$ cat src/rtl/klp32_div_pkg.sv
// Shared definitions for the RV32M divide sequencer: FSM states, op codes,
// ALU select values and the signed-overflow dividend constant.
// Pure declarations; no logic, no latency, no backpressure.
package klp32_div_pkg;

    typedef enum logic [2:0] {
        ST_IDLE,
        ST_NEG_A,
        ST_NEG_B,
        ST_ITER,
        ST_FIX,
        ST_DONE
    } div_state_t;

    // funct3[1:0] encodings
    localparam logic [1:0] OP_DIV  = 2'b00;
    localparam logic [1:0] OP_DIVU = 2'b01;
    localparam logic [1:0] OP_REM  = 2'b10;
    localparam logic [1:0] OP_REMU = 2'b11;

    localparam logic [3:0] ALU_SUB = 4'b1000;
    localparam logic [3:0] ALU_ADD = 4'b0000;

    localparam logic [31:0] DIV_OVF_A = 32'h8000_0000;

    // Bit 0 of the op distinguishes unsigned (1) from signed (0)
    function automatic logic op_is_signed(input logic [1:0] op);
        return ~op[0];
    endfunction

    // Bit 1 of the op selects remainder (1) over quotient (0)
    function automatic logic op_is_rem(input logic [1:0] op);
        return op[1];
    endfunction

endpackage

$ cat src/rtl/div_special_detect.sv
// Flags divide-by-zero and signed overflow (INT_MIN / -1) on raw operands.
// Purely combinational, zero latency.
// No handshake; the caller samples the flags on its accept cycle.
module div_special_detect
    import klp32_div_pkg::*;
#(
    parameter int XLEN = 32
) (
    input  logic [XLEN-1:0] a,
    input  logic [XLEN-1:0] b,
    input  logic            is_signed,
    output logic            div0,
    output logic            ovf
);

    assign div0 = (b == '0);
    assign ovf  = is_signed && (a == DIV_OVF_A) && (b == '1);

endmodule

$ cat src/rtl/alu_div_seq.sv
// RV32M DIV/DIVU/REM/REMU sequencer: restoring division on the shared ALU, one bit per cycle.
// Latency: accept at T, out_valid at T+36 (T+1 for div0/ovf when ALU_DIV_EARLY_OUT_EN is defined).
// Backpressure: in_ready only in IDLE; result held in DONE until out_ready, one idle cycle before next accept.
module alu_div_seq
    import klp32_div_pkg::*;
#(
    parameter int XLEN  = 32,
    parameter int CNT_W = 5
) (
    input  logic            clk,
    input  logic            reset,
    input  logic            in_valid,
    output logic            in_ready,
    input  logic [1:0]      in_op,
    input  logic [XLEN-1:0] in_a,
    input  logic [XLEN-1:0] in_b,
    output logic            out_valid,
    input  logic            out_ready,
    output logic [XLEN-1:0] out_result,
    output logic            busy,
    output logic [XLEN-1:0] alu_x,
    output logic [XLEN-1:0] alu_y,
    output logic [3:0]      alu_select,
    input  logic [XLEN-1:0] alu_result
);

    div_state_t        state;
    logic [1:0]        op_q;
    logic [XLEN-1:0]   a_q;        // original dividend, also the div0 remainder
    logic [XLEN-1:0]   b_q;
    logic [XLEN-1:0]   q;          // dividend magnitude shifting out, quotient shifting in
    logic [XLEN-1:0]   d;          // divisor magnitude
    logic [XLEN-1:0]   rem;
    logic [CNT_W-1:0]  cnt;
    logic              sign_q;
    logic              sign_r;
    logic              div0_q;
    logic              ovf_q;

    logic              in_signed;
    logic              det_div0;
    logic              det_ovf;
    logic              accept;
    logic [XLEN:0]     s;
    logic              borrow;
    logic              take;
    logic [XLEN-1:0]   v;
    logic              fix_neg;

    // Result for a special case, in the RISC-V defined form
    function automatic logic [XLEN-1:0] special_result(input logic [1:0] op,
                                                       input logic [XLEN-1:0] a,
                                                       input logic is_div0);
        if (is_div0)
            return op_is_rem(op) ? a : '1;
        return op_is_rem(op) ? '0 : DIV_OVF_A;
    endfunction

    assign in_signed = op_is_signed(in_op);
    assign accept    = in_valid && in_ready;

    div_special_detect #(.XLEN(XLEN)) u_detect (
        .a         (in_a),
        .b         (in_b),
        .is_signed (in_signed),
        .div0      (det_div0),
        .ovf       (det_ovf)
    );

    // Trial subtraction: s[31:0] - d via the ALU; borrow recovered from sign bits
    assign s       = {rem, q[XLEN-1]};
    assign borrow  = (~s[XLEN-1] & d[XLEN-1]) | (~(s[XLEN-1] ^ d[XLEN-1]) & alu_result[XLEN-1]);
    assign take    = s[XLEN] | ~borrow;

    // Final value and whether it needs a sign flip
    assign v       = op_is_rem(op_q) ? rem : q;
    assign fix_neg = (op_is_rem(op_q) ? sign_r : sign_q) && (v != '0);

    // ALU operand drive, combinational so the result is usable in the same cycle
    always_comb begin
        alu_x      = '0;
        alu_y      = '0;
        alu_select = ALU_ADD;
        case (state)
            ST_NEG_A: begin
                alu_y      = a_q;
                alu_select = ALU_SUB;
            end
            ST_NEG_B: begin
                alu_y      = b_q;
                alu_select = ALU_SUB;
            end
            ST_ITER: begin
                alu_x      = s[XLEN-1:0];
                alu_y      = d;
                alu_select = ALU_SUB;
            end
            ST_FIX: begin
                if (fix_neg && !(div0_q || ovf_q)) begin
                    alu_y      = v;
                    alu_select = ALU_SUB;
                end
            end
            default: begin
            end
        endcase
    end

    // Sequencer FSM with datapath registers and registered handshake outputs
    always_ff @(posedge clk) begin
        if (reset) begin
            state      <= ST_IDLE;
            op_q       <= '0;
            a_q        <= '0;
            b_q        <= '0;
            q          <= '0;
            d          <= '0;
            rem        <= '0;
            cnt        <= '0;
            sign_q     <= 1'b0;
            sign_r     <= 1'b0;
            div0_q     <= 1'b0;
            ovf_q      <= 1'b0;
            in_ready   <= 1'b1;
            busy       <= 1'b0;
            out_valid  <= 1'b0;
            out_result <= '0;
        end else begin
            case (state)
                ST_IDLE: begin
                    if (accept) begin
                        op_q     <= in_op;
                        a_q      <= in_a;
                        b_q      <= in_b;
                        sign_q   <= in_signed & (in_a[XLEN-1] ^ in_b[XLEN-1]);
                        sign_r   <= in_signed & in_a[XLEN-1];
                        div0_q   <= det_div0;
                        ovf_q    <= det_ovf;
                        in_ready <= 1'b0;
                        busy     <= 1'b1;
`ifdef ALU_DIV_EARLY_OUT_EN
                        if (det_div0 || det_ovf) begin
                            out_result <= special_result(in_op, in_a, det_div0);
                            out_valid  <= 1'b1;
                            state      <= ST_DONE;
                        end else begin
                            state <= ST_NEG_A;
                        end
`else
                        state <= ST_NEG_A;
`endif
                    end
                end
                ST_NEG_A: begin
                    q     <= (op_is_signed(op_q) && a_q[XLEN-1]) ? alu_result : a_q;
                    state <= ST_NEG_B;
                end
                ST_NEG_B: begin
                    d     <= (op_is_signed(op_q) && b_q[XLEN-1]) ? alu_result : b_q;
                    rem   <= '0;
                    cnt   <= '0;
                    state <= ST_ITER;
                end
                ST_ITER: begin
                    rem <= take ? alu_result : s[XLEN-1:0];
                    q   <= {q[XLEN-2:0], take};
                    cnt <= cnt + 1'b1;
                    if (cnt == '1)
                        state <= ST_FIX;
                end
                ST_FIX: begin
                    if (div0_q || ovf_q)
                        out_result <= special_result(op_q, a_q, div0_q);
                    else if (fix_neg)
                        out_result <= alu_result;
                    else
                        out_result <= v;
                    out_valid <= 1'b1;
                    state     <= ST_DONE;
                end
                ST_DONE: begin
                    if (out_ready) begin
                        out_valid <= 1'b0;
                        busy      <= 1'b0;
                        in_ready  <= 1'b1;
                        state     <= ST_IDLE;
                    end
                end
                default: begin
                    state <= ST_IDLE;
                end
            endcase
        end
    end

endmodule

$ cat config.mk
export PLATFORM = sky130hd
export DESIGN_NAME = alu_div_seq
export DESIGN_NICKNAME = d
export VERILOG_FILES = /design/src/rtl/klp32_div_pkg.sv /design/src/rtl/div_special_detect.sv /design/src/rtl/alu_div_seq.sv
export SDC_FILE = /design/constraint.sdc
export NUM_CORES = 1
export LEC_CHECK = 0
export CAP_MARGIN = 20
export CORE_ASPECT_RATIO = 0.75
export CORE_MARGIN = 10
export CORE_UTILIZATION = 30
export DETAILED_ROUTE_END_ITERATION = 6
export PLACE_DENSITY = 0.6
export SETUP_SLACK_MARGIN = 0.15
export SYNTH_ARGS = -nofsm -noshare
export SYNTH_HDL_FRONTEND = slang
export SYNTH_HIERARCHICAL = 1
export SYNTH_SLANG_ARGS = --single-unit
$ cat constraint.sdc
create_clock -name clk -period 4.1 [get_ports clk]
set_clock_uncertainty 0.1 [all_clocks]
set_input_delay 0.82 -clock clk [delete_from_list [all_inputs] [get_ports clk]]
set_output_delay 0.82 -clock clk [all_outputs]
set_load 0.1 [all_outputs]
==> results of run 1 <==
## cell families (layout without fill, tap and decap cells)
group,Yosys count,after routing,share of synthesized area [%]
AOI/OAI and AO/OA,416,416,23.7
buffers and inverters,203,352,6.95
adders and majority gates,3,3,0.322
and+or+nand+nor,456,456,18.6
other,1,3,0.0321
muxes,160,160,14.4
DFF,209,209,35.8
xor gates and xnor gates,2,2,0.150
## report_power, final
group	leakage, nW	total [mW]	internal (mW)	switching (mW)
Sequential	1.70	2.28	2.13	0.154
Clock	0.427	2.31	1.37	0.934
Combinational	3.05	1.42	0.471	0.953
Total	5.17	6.02	3.98	2.04
## placed cells by master (no fill, tap or decap), types with 4 or more instances in the layout
| master | netlist | layout |
|---|---|---|
| a21o_1 | 4 | 4 |
| a21oi_1 | 136 | 136 |
| a221oi_1 | 30 | 30 |
| a22oi_1 | 66 | 66 |
| and3_1 | 61 | 61 |
| buf_12 | 0 | 39 |
| buf_4 | 3 | 72 |
| clkbuf_16 | 0 | 25 |
| clkbuf_8 | 0 | 7 |
| clkdlybuf4s50_1 | 0 | 135 |
| clkinv_2 | 0 | 7 |
| dfxtp_1 | 209 | 206 |
| inv_1 | 60 | 60 |
| mux2_2 | 65 | 65 |
| mux2i_1 | 95 | 95 |
| nand2_1 | 213 | 213 |
| nand3_1 | 7 | 7 |
| nand3b_1 | 27 | 27 |
| nand4_1 | 13 | 13 |
| nor2_1 | 84 | 81 |
| nor3_1 | 7 | 7 |
| nor4_1 | 23 | 22 |
| o2111ai_1 | 5 | 5 |
| o211ai_1 | 58 | 58 |
| o21a_1 | 5 | 5 |
| o21ai_0 | 35 | 35 |
| o22ai_1 | 33 | 33 |
| o2bb2ai_1 | 32 | 32 |
## metal layers
layer  up-vias  global-route usage (%)
li1       5547                       -
met3        56                    5.56
met4         2                    3.46
met5         -                       0
met1      6018                    33.0
met2       613                    28.5
## how the worst min path moves through the flow
stage / to / slack (ns) / cells past startpoint
after floorplan: d[0] / 0.33 / 1
after CTS: cnt[4] / 0.36 / 2
after global placement: d[17] / 0.34 / 1
final: d[1] / 0.36 / 1
after detailed placement: d[25] / 0.34 / 1
after global routing: d[15] / 0.37 / 1
## worst max-delay path, delay by kind of cell, from the launching register on
| family | cells | cell delay, ns |
|---|---|---|
| AO/OA/AOI/OAI | 2 | 0.59 |
| flip-flops | 1 | 0.78 |
| buffers and inverters | 2 | 0.53 |
| multiplexers | 1 | 0.36 |
## layout make-up
type	count	area share, %
Tap cell	512	4.18
Timing Repair Buffer	246	17.4
Clock inverter	10	0.751
Multi-Input combinational cell	1040	44.0
Inverter	61	1.49
Clock buffer	35	4.79
Sequential cell	209	27.4
## registers in the layout (all words and copies together), names as in the netlist, 2 cells and up
register and cells:
q 32, out_result 32, op_q 2, d 32, cnt 5, a_q 32
state 3, b_q 32, rem 32
## metrics by stage
stage               cell area (µm²)  util, %  cells  hold WS [ns]
finish                        15300     40.0   2113         0.360
global route                  15300     40.0   2113         0.374
CTS                           15300     39.9   2112         0.363
detailed placement            14400     37.6   2064         0.344
global placement              14400     37.6   2064         0.338
floorplan                     11700        -   1452         0.327
## what timing repair did
item,in CTS,in global routing
gates resized for setup,1,1
buffers inserted,3,0
pin swaps,1,0
hold buffers,0,0
endpoints found under the setup margin,33,1
==> impl_metrics.tcl, run 1 <==
set metrics [dict create \
    num_antenna_cells 0 \
    critPathMaxFanout 38 \
    via_count 12200 \
    synthFlopType "dfxtp_1" \
    outcome "completed" \
    ioPinCount 205 \
    critPathCaptureType "primary output" \
    overflow 0 \
    postSynthAreaPerCell_um2 8.05 \
    fin_crit_ns 3.75 \
    dr.first_iter.drc_count 1509 \
    crit_path_max_incr_delay_ns 0.78 \
    first_global_vias 11200 \
    die-area_um2 47300 \
    rsz0062_at_grt "false" \
    required_ns 3.18 \
    synth_edf_count 0 \
    grt_pass1_wl_mm 77.5 \
    met1_length_mm 25.8 \
    total_power_mw 6.02 \
    finalHoldViolCount 0 \
    leakage_nw 5.17 \
    grt_max_degree 102 \
    cts_buffers 25 \
    worstSetupPathType "flop to primary output" \
    synth_cells 1450 \
    clk_latency_ns 0.55 \
    cp_slowest_cell "dfxtp_2" \
    multi_input_area_um2 6740 \
    fillers 3939 \
    reg2reg_slack_ns 1.33 \
    gp_congestion 0.977 \
    synth_top_area_cell "dfxtp_1" \
    hp-class "flop to flop" \
    h-tree-depth 1 \
    synth_area_um2 11700 \
    top_layer_used "met5" \
    synth.area.top_cells "dfxtp_1 (36%), mux2i_1 (8.1%), nand2_1 (6.8%)" \
    clkTransAtPathRegs_ns 0.06 \
    setup_viol 0 \
    ys_seq_area_share_pct 35.8 \
    yosysUniqueCellTypes 53 \
    drive_above_1_share_pct 14.8 \
    path_common_cell "buf_12" \
    startpoint_type "flop" \
    wl_per_cell_um 24.9 \
    numPortBuffers 201 \
    crit_path_start "state[1]" \
    met2_wirelength_mm 20.7 \
    worstPathArrival_ns 2.83 \
    drt_wl_total_mm 52.7 \
    synth_warnings 6 \
    synth_top_area_share_pct 35.8 \
    met3_length_mm 5.30 \
    ant_nets 0 \
    drc 0 \
    die_y_um 191 \
    finalSetupTns_ns 0 \
    synth_seq_cells 209 \
    seq_area_um2 4190 \
    nets 1688 \
    yosysMostFrequentCell "nand2_1" \
    track_usage_pct 21.3 \
    slew_headroom_pct 26.1 \
    cts_tree "done" \
    clkSinkCount 209 \
    crit-reg2reg-launch "op_q[1]" \
    tightest_slew_ns 1.11 \
    synthTopCellsByCount "nand2_1 (213), dfxtp_1 (209), a21oi_1 (136), clkbuf_1 (108), mux2i_1 (95)" \
    drt_pre_antenna_iters 6 \
    clock_path_buffers 3 \
    maxCapViolCount 0 \
    crit_path_end "alu_y[19]" \
    power_density_nw_per_um2 393 \
    root_buffer "clkbuf_16" \
    syn2layout_area_growth_pct 31.2 \
    fp.coreArea_um2 38300 \
    ir_drop_mv 0.240 \
    rows 62 \
    place_ws_ns 0.370 \
    dp_hpwl_mm 39.3 \
    max_freq_mhz 267 \
    maxSlewViolCount 0 \
    crit_path_cell_trace "buf_12, mux2_2, a22oi_1, o22ai_1, buf_12" \
    worst_slack_ns 0.353 \
    die_x_um 248 \
    start_util_pct 30.5 \
    rr_worst_depth 8 \
    grt_antenna_before_repair 1 \
    vias_per_cell 5.79 \
    r2r_end "out_result[17]" \
    period_share_pct 91.4 \
    worstHoldStart "d[1]" \
    ys_async_sr_fraction_pct 0 \
]
(Power assumes the default switching activity.)
==> run 2, diff against run 1 <==
--- a/config.mk
+++ b/config.mk
@@ -10,9 +10,8 @@
 export CORE_MARGIN = 10
 export CORE_UTILIZATION = 30
 export DETAILED_ROUTE_END_ITERATION = 6
-export PLACE_DENSITY = 0.6
+export PLACE_DENSITY = 0.47
 export SETUP_SLACK_MARGIN = 0.15
 export SYNTH_ARGS = -nofsm -noshare
 export SYNTH_HDL_FRONTEND = slang
-export SYNTH_HIERARCHICAL = 1
 export SYNTH_SLANG_ARGS = --single-unit
==> run 2 against run 1 <==
  * Sequential share of layout area barely moved
  * Maximum frequency fell by 0.88%
  * Register-to-register slack got worse by 0.22 ns
  * Largest cell class unchanged
  * Largest power group unchanged
  * Highest routed layer is now met4
==> impl_metrics.tcl, run 2 <==
set metrics [dict create \
    leakage_nw 5.18 \
    layout_common_cells "dfxtp_1 (206), nand2_1 (205), a21oi_1 (137), clkdlybuf4s50_1 (134), mux2i_1 (94)" \
    dp_hpwl_mm 39.0 \
    drt_wl_total_mm 54.8 \
    numPortBuffers 201 \
    synth.area.top_cells "dfxtp_1 (36%), mux2i_1 (8.1%), nand2_1 (6.6%)" \
    vias_per_cell 5.69 \
    overflow 0 \
    clock_path_buffers 3 \
    ys_async_sr_fraction_pct 0 \
    synthFlopType "dfxtp_1" \
    ir_drop_mv 0.234 \
    power_density_nw_per_um2 401 \
    worstSetupPathType "flop to primary output" \
    hold_buffers 0 \
    clkSinkCount 209 \
    drc 0 \
    finalSetupTns_ns 0 \
    drt_pre_antenna_iters 5 \
    ioPinCount 205 \
    start_util_pct 30.4 \
    required_ns 3.18 \
    tightest_slew_ns 1.09 \
    clk_latency_ns 0.54 \
    synth_seq_cells 209 \
    startpoint_type "flop" \
    first_global_vias 11700 \
    gp_congestion 0.846 \
    die_y_um 191 \
    clkTransAtPathRegs_ns 0.06 \
    synthTopCellsByCount "dfxtp_1 (209), nand2_1 (206), a21oi_1 (137), clkbuf_1 (110), mux2i_1 (94)" \
    ys_seq_area_share_pct 35.9 \
    critPathTopFamily "compound AO/OA/AOI/OAI gates" \
    slew_headroom_pct 26.9 \
    max_freq_mhz 265 \
    ant_nets 0 \
    synth_edf_count 0 \
    yosysMostFrequentCell "dfxtp_1" \
    cts_buffers 24 \
    postSynthAreaPerCell_um2 8.05 \
    track_usage_pct 22.4 \
    grt_max_degree 70 \
    synth_top_area_share_pct 35.9 \
    synth_cells 1446 \
    rows 62 \
    layout.cells.non_filler 2109 \
    cp.depth 7 \
    fin_crit_ns 3.78 \
    crit_path_max_incr_delay_ns 0.46 \
    root_buffer "clkbuf_16" \
    nets 1685 \
    maxSlewViolCount 0 \
    holdPathStages 1 \
    hp-class "flop to flop" \
    via_count 12000 \
    crit_path_cell_trace "nor4_1, nand4_1, o22a_1, o21ai_4, buf_12, o22ai_1, buf_12" \
    path_common_cell "buf_12" \
    rsz0062_at_grt "false" \
    syn2layout_area_growth_pct 31.7 \
    finalHoldViolCount 0 \
    h-tree-depth 1 \
    grt_antenna_before_repair 3 \
    maxCapViolCount 0 \
    outcome "completed" \
    die_x_um 248 \
    dr.first_iter.drc_count 1215 \
    drive_above_1_share_pct 14.7 \
    final_common_cell "dfxtp_1" \
    synth_area_um2 11600 \
    critPathMaxFanout 21 \
    yosysUniqueCellTypes 52 \
    cp_num_buf_inv 2 \
    fp.coreArea_um2 38300 \
    setup_viol 0 \
    grt_pass1_wl_mm 80.0 \
    worstPathArrival_ns 2.86 \
    rr_worst_depth 7 \
    cts_tree "done" \
    synth_warnings 0 \
    wl_per_cell_um 26.0 \
    cp_slowest_cell "nor4_1" \
    dp_cells 2065 \
    critPathCaptureType "primary output" \
    die-area_um2 47200 \
    synth_top_area_cell "dfxtp_1" \
    period_share_pct 92.2 \
]
run 2: final cells by class:
cell class / count / area (µm²)
tap: 512 / 641
clock inverter: 7 / 139
clock buffer: 35 / 723
inverter: 61 / 229
timing repair buffer: 248 / 2700
sequential: 209 / 4190
antenna: 1 / 2.50
multi-input combinational: 1036 / 6710
fill: 3966 / 23000
run 2: worst paths after layout:
check	from	slack, ns	end
max	rem[7]	0.32	alu_y[22]
min	d[6]	0.36	d[6]
max reg2reg	state[1]	1.11	ovf_q
min reg2reg	d[6]	0.36	d[6]
run 2: per-layer routing:
layer / track usage (%) / up-vias / routed length, µm
met5: 0 / - / 0
met4: 5.38 / 0 / 1240
met3: 5.00 / 65 / 4450
met2: 33.6 / 520 / 23600
met1: 31.7 / 5864 / 25600
li1: - / 5547 / -
run 2: timing repair:
item / CTS / global route
setup buffers: 0 / 1
resized for setup: 2 / 0
endpoints found under the setup margin: 33 / 13
pin swaps: 0 / 0
endpoints found under the hold margin: 0 / 0
run 2: cells by family (layout without fill, tap and decap cells):
kind of cell	after synthesis	in the layout	synth area share, %
flops	209	209	35.9
fa+ha+maj	3	3	0.322
compound gates	419	419	23.9
other cells	1	4	0.0322
simple gates	450	450	18.2
buf+inv	203	351	7.03
mux	159	159	14.4
xor+xnor	2	2	0.150
run 2: worst reg2reg max path, delay by kind of cell, from the launching register on:
family | cells | cell delay, ns
buffers and inverters | 2 | 0.75
DFF | 1 | 0.43
and+or+nand+nor | 4 | 1.49
AOI/OAI and AO/OA | 1 | 0.15
run 2: power by group:
| part | internal (mW) | switching [mW] | total [mW] |
|---|---|---|---|
| Combinational | 0.476 | 1.01 | 1.49 |
| Clock | 1.47 | 0.946 | 2.42 |
| Sequential | 2.13 | 0.124 | 2.25 |
| Total | 4.07 | 2.08 | 6.16 |
run 2: through the flow:
stage	power (mW)	setup WS (ns)	util [%]	hold slack (ns)	area [µm²]
after floorplan	3.12	0.323	-	0.327	11700
after global placement	3.75	0.407	37.6	0.339	14400
after detailed placement	3.76	0.405	37.7	0.343	14500
after CTS	6.16	0.183	40.0	0.358	15300
after global routing	6.34	0.242	40.0	0.375	15300
final	6.16	0.320	40.0	0.361	15300
==> run 3, diff against run 2 <==
--- a/config.mk
+++ b/config.mk
@@ -12,6 +12,7 @@
 export DETAILED_ROUTE_END_ITERATION = 6
 export PLACE_DENSITY = 0.47
 export SETUP_SLACK_MARGIN = 0.15
+export SLEW_MARGIN = 15
 export SYNTH_ARGS = -nofsm -noshare
 export SYNTH_HDL_FRONTEND = slang
 export SYNTH_SLANG_ARGS = --single-unit
==> run 3 against run 2 <==
  * Sequential share of layout area is 0.15 points higher
  * Worst hold slack worse by 0.0015 ns
  * Critical endpoint is now alu_y[21]
  * Highest routed layer unchanged
  * Register-to-register slack worse by 0.02 ns
  * Non-clock buffer count is 1 lower
  * Critical path type unchanged
  * Critical path depth stayed put
  * Total power is 3.3% lower
  * Sequential power hardly changed
==> impl_metrics.tcl, run 3 (same netlist as run 2, synthesis figures left out) <==
set metrics [dict create \
    outcome "completed" \
    worstSetupPathType "flop to primary output" \
    fillers 3993 \
    vias_per_cell 5.65 \
    start_util_pct 30.4 \
    critPathCaptureType "primary output" \
    reg2reg_slack_ns 1.09 \
    drc 0 \
    required_ns 3.18 \
    utilization_pct 39.8 \
    rsz0062_at_grt "false" \
    pwr-share-seq_pct 37.9 \
    holdPathStages 1 \
    cts_tree "done" \
    setup_viol 0 \
    via_count 11900 \
    worstPathArrival_ns 2.88 \
    dp_hpwl_mm 38.9 \
    root_buffer "clkbuf_16" \
    slew_headroom_pct 30.2 \
    clkSinkCount 209 \
    final_common_cell "dfxtp_1" \
    max_freq_mhz 263 \
    clk_latency_ns 0.54 \
    crit-reg2reg-launch "state[1]" \
    ant_nets 0 \
    finalSetupTns_ns 0 \
    critPathMaxFanout 22 \
    rows 62 \
    drt_wl_total_mm 54.6 \
    tightest_slew_ns 1.04 \
    worstHoldStart "d[23]" \
    h-tree-depth 1 \
    grt_max_degree 70 \
    hold_end "d[23]" \
    fp.coreArea_um2 38300 \
    leakage_nw 5.14 \
    switchingPower_mw 2.08 \
    clkTransAtPathRegs_ns 0.07 \
    hp-class "flop to flop" \
    ir_drop_mv 0.210 \
    layout_common_cells "dfxtp_1 (206), nand2_1 (205), a21oi_1 (137), clkdlybuf4s50_1 (134), mux2i_1 (93)" \
    swShare_pct 34.9 \
    grt_antenna_before_repair 3 \
    p_int_mw 3.88 \
    maxSlewViolCount 0 \
    overflow 0 \
    seq_area_um2 4190 \
    syn2layout_area_growth_pct 31.0 \
    fin_crit_ns 3.80 \
    wl_per_cell_um 25.9 \
    pwr-share-comb_pct 24.8 \
    ioPinCount 205 \
    multi_input_area_um2 6720 \
    grt_pass1_wl_mm 80.1 \
    startpoint_type "flop" \
    dr.first_iter.drc_count 1191 \
    drive_above_1_share_pct 14.8 \
    maxCapViolCount 0 \
    rr_worst_depth 7 \
    period_share_pct 92.6 \
    die_y_um 191 \
    clkPwrFrac_pct 37.3 \
    nets 1684 \
    track_usage_pct 22.3 \
    die-area_um2 47200 \
    r2r_end "sign_q" \
    die_x_um 248 \
    clock_path_buffers 3 \
    numPortBuffers 201 \
    drt_pre_antenna_iters 5 \
    power_density_nw_per_um2 390 \
    finalHoldViolCount 0 \
    cts_buffers 24 \
    gp_congestion 0.846 \
    hold_buffers 0 \
    first_global_vias 11700 \
]
==> run 3: power groups by stage <==
stage          clock (mW)  sequential (mW)  combinational (mW)
6_report             2.22             2.26                1.48
3_5_place_dp            0             2.30                1.45
5_1_grt              2.31             2.27                1.56
3_3_place_gp            0             2.29                1.45
2_1_floorplan           0             2.25               0.873
4_1_cts              2.24             2.25                1.46
==> run 3: stage by stage <==
step / hold WS [ns] / worst slack (ns) / total power [mW] / cells / cell area (µm²)
final: 0.359 / 0.302 / 5.95 / 2109 / 15300
after floorplan: 0.327 / 0.323 / 3.12 / 1448 / 11700
after global routing: 0.370 / 0.199 / 6.14 / 2108 / 15300
after CTS: 0.363 / 0.164 / 5.95 / 2107 / 15200
after global placement: 0.339 / 0.407 / 3.75 / 2064 / 14400
after detailed placement: 0.341 / 0.413 / 3.75 / 2064 / 14400
==> run 3: layout make-up <==
type	count	share of cell area [%]
Clock buffer	38	5.01
Antenna cell	1	0.0164
Inverter	61	1.50
Tap cell	512	4.20
Clock inverter	5	0.205
Timing Repair Buffer	247	17.6
Sequential cell	209	27.5
Multi-Input combinational cell	1036	44.0
==> run 3: critical path, stage by stage (launching register included) <==
cell,delay (ns)
dfxtp_4,0.59
or4b_1,0.49
o22ai_1,0.22
nand2_1,0.14
o21ai_4,0.29
buf_12,0.21
o22ai_1,0.14
buf_12,0.22
==> run 3: timing repair <==
action,4_1_cts,5_1_grt
resized for setup,2,1
pin swaps,0,1
buffers inserted,0,1
setup endpoints to repair,33,27
==> run 3: how the worst max path moves through the flow <==
stage,start,end,cells after the start
after floorplan,state[2],alu_y[0],6
after global placement,op_q[1],alu_y[24],7
after detailed placement,op_q[1],alu_y[22],7
after CTS,op_q[1],alu_y[22],7
after global routing,op_q[1],alu_y[22],7
final,op_q[1],alu_y[21],7
==> run 3: metal layers <==
metal  wire, µm  share of wire [%]  up-vias  global-route usage (%)
li1           -                  -     5542                       -
met1      25300                 46     5826                    31.6
met2      23500                 43      495                    33.8
met3       4750                8.7       59                    5.38
met4       1010                1.8        0                    4.28
met5          0                  0        -                       0
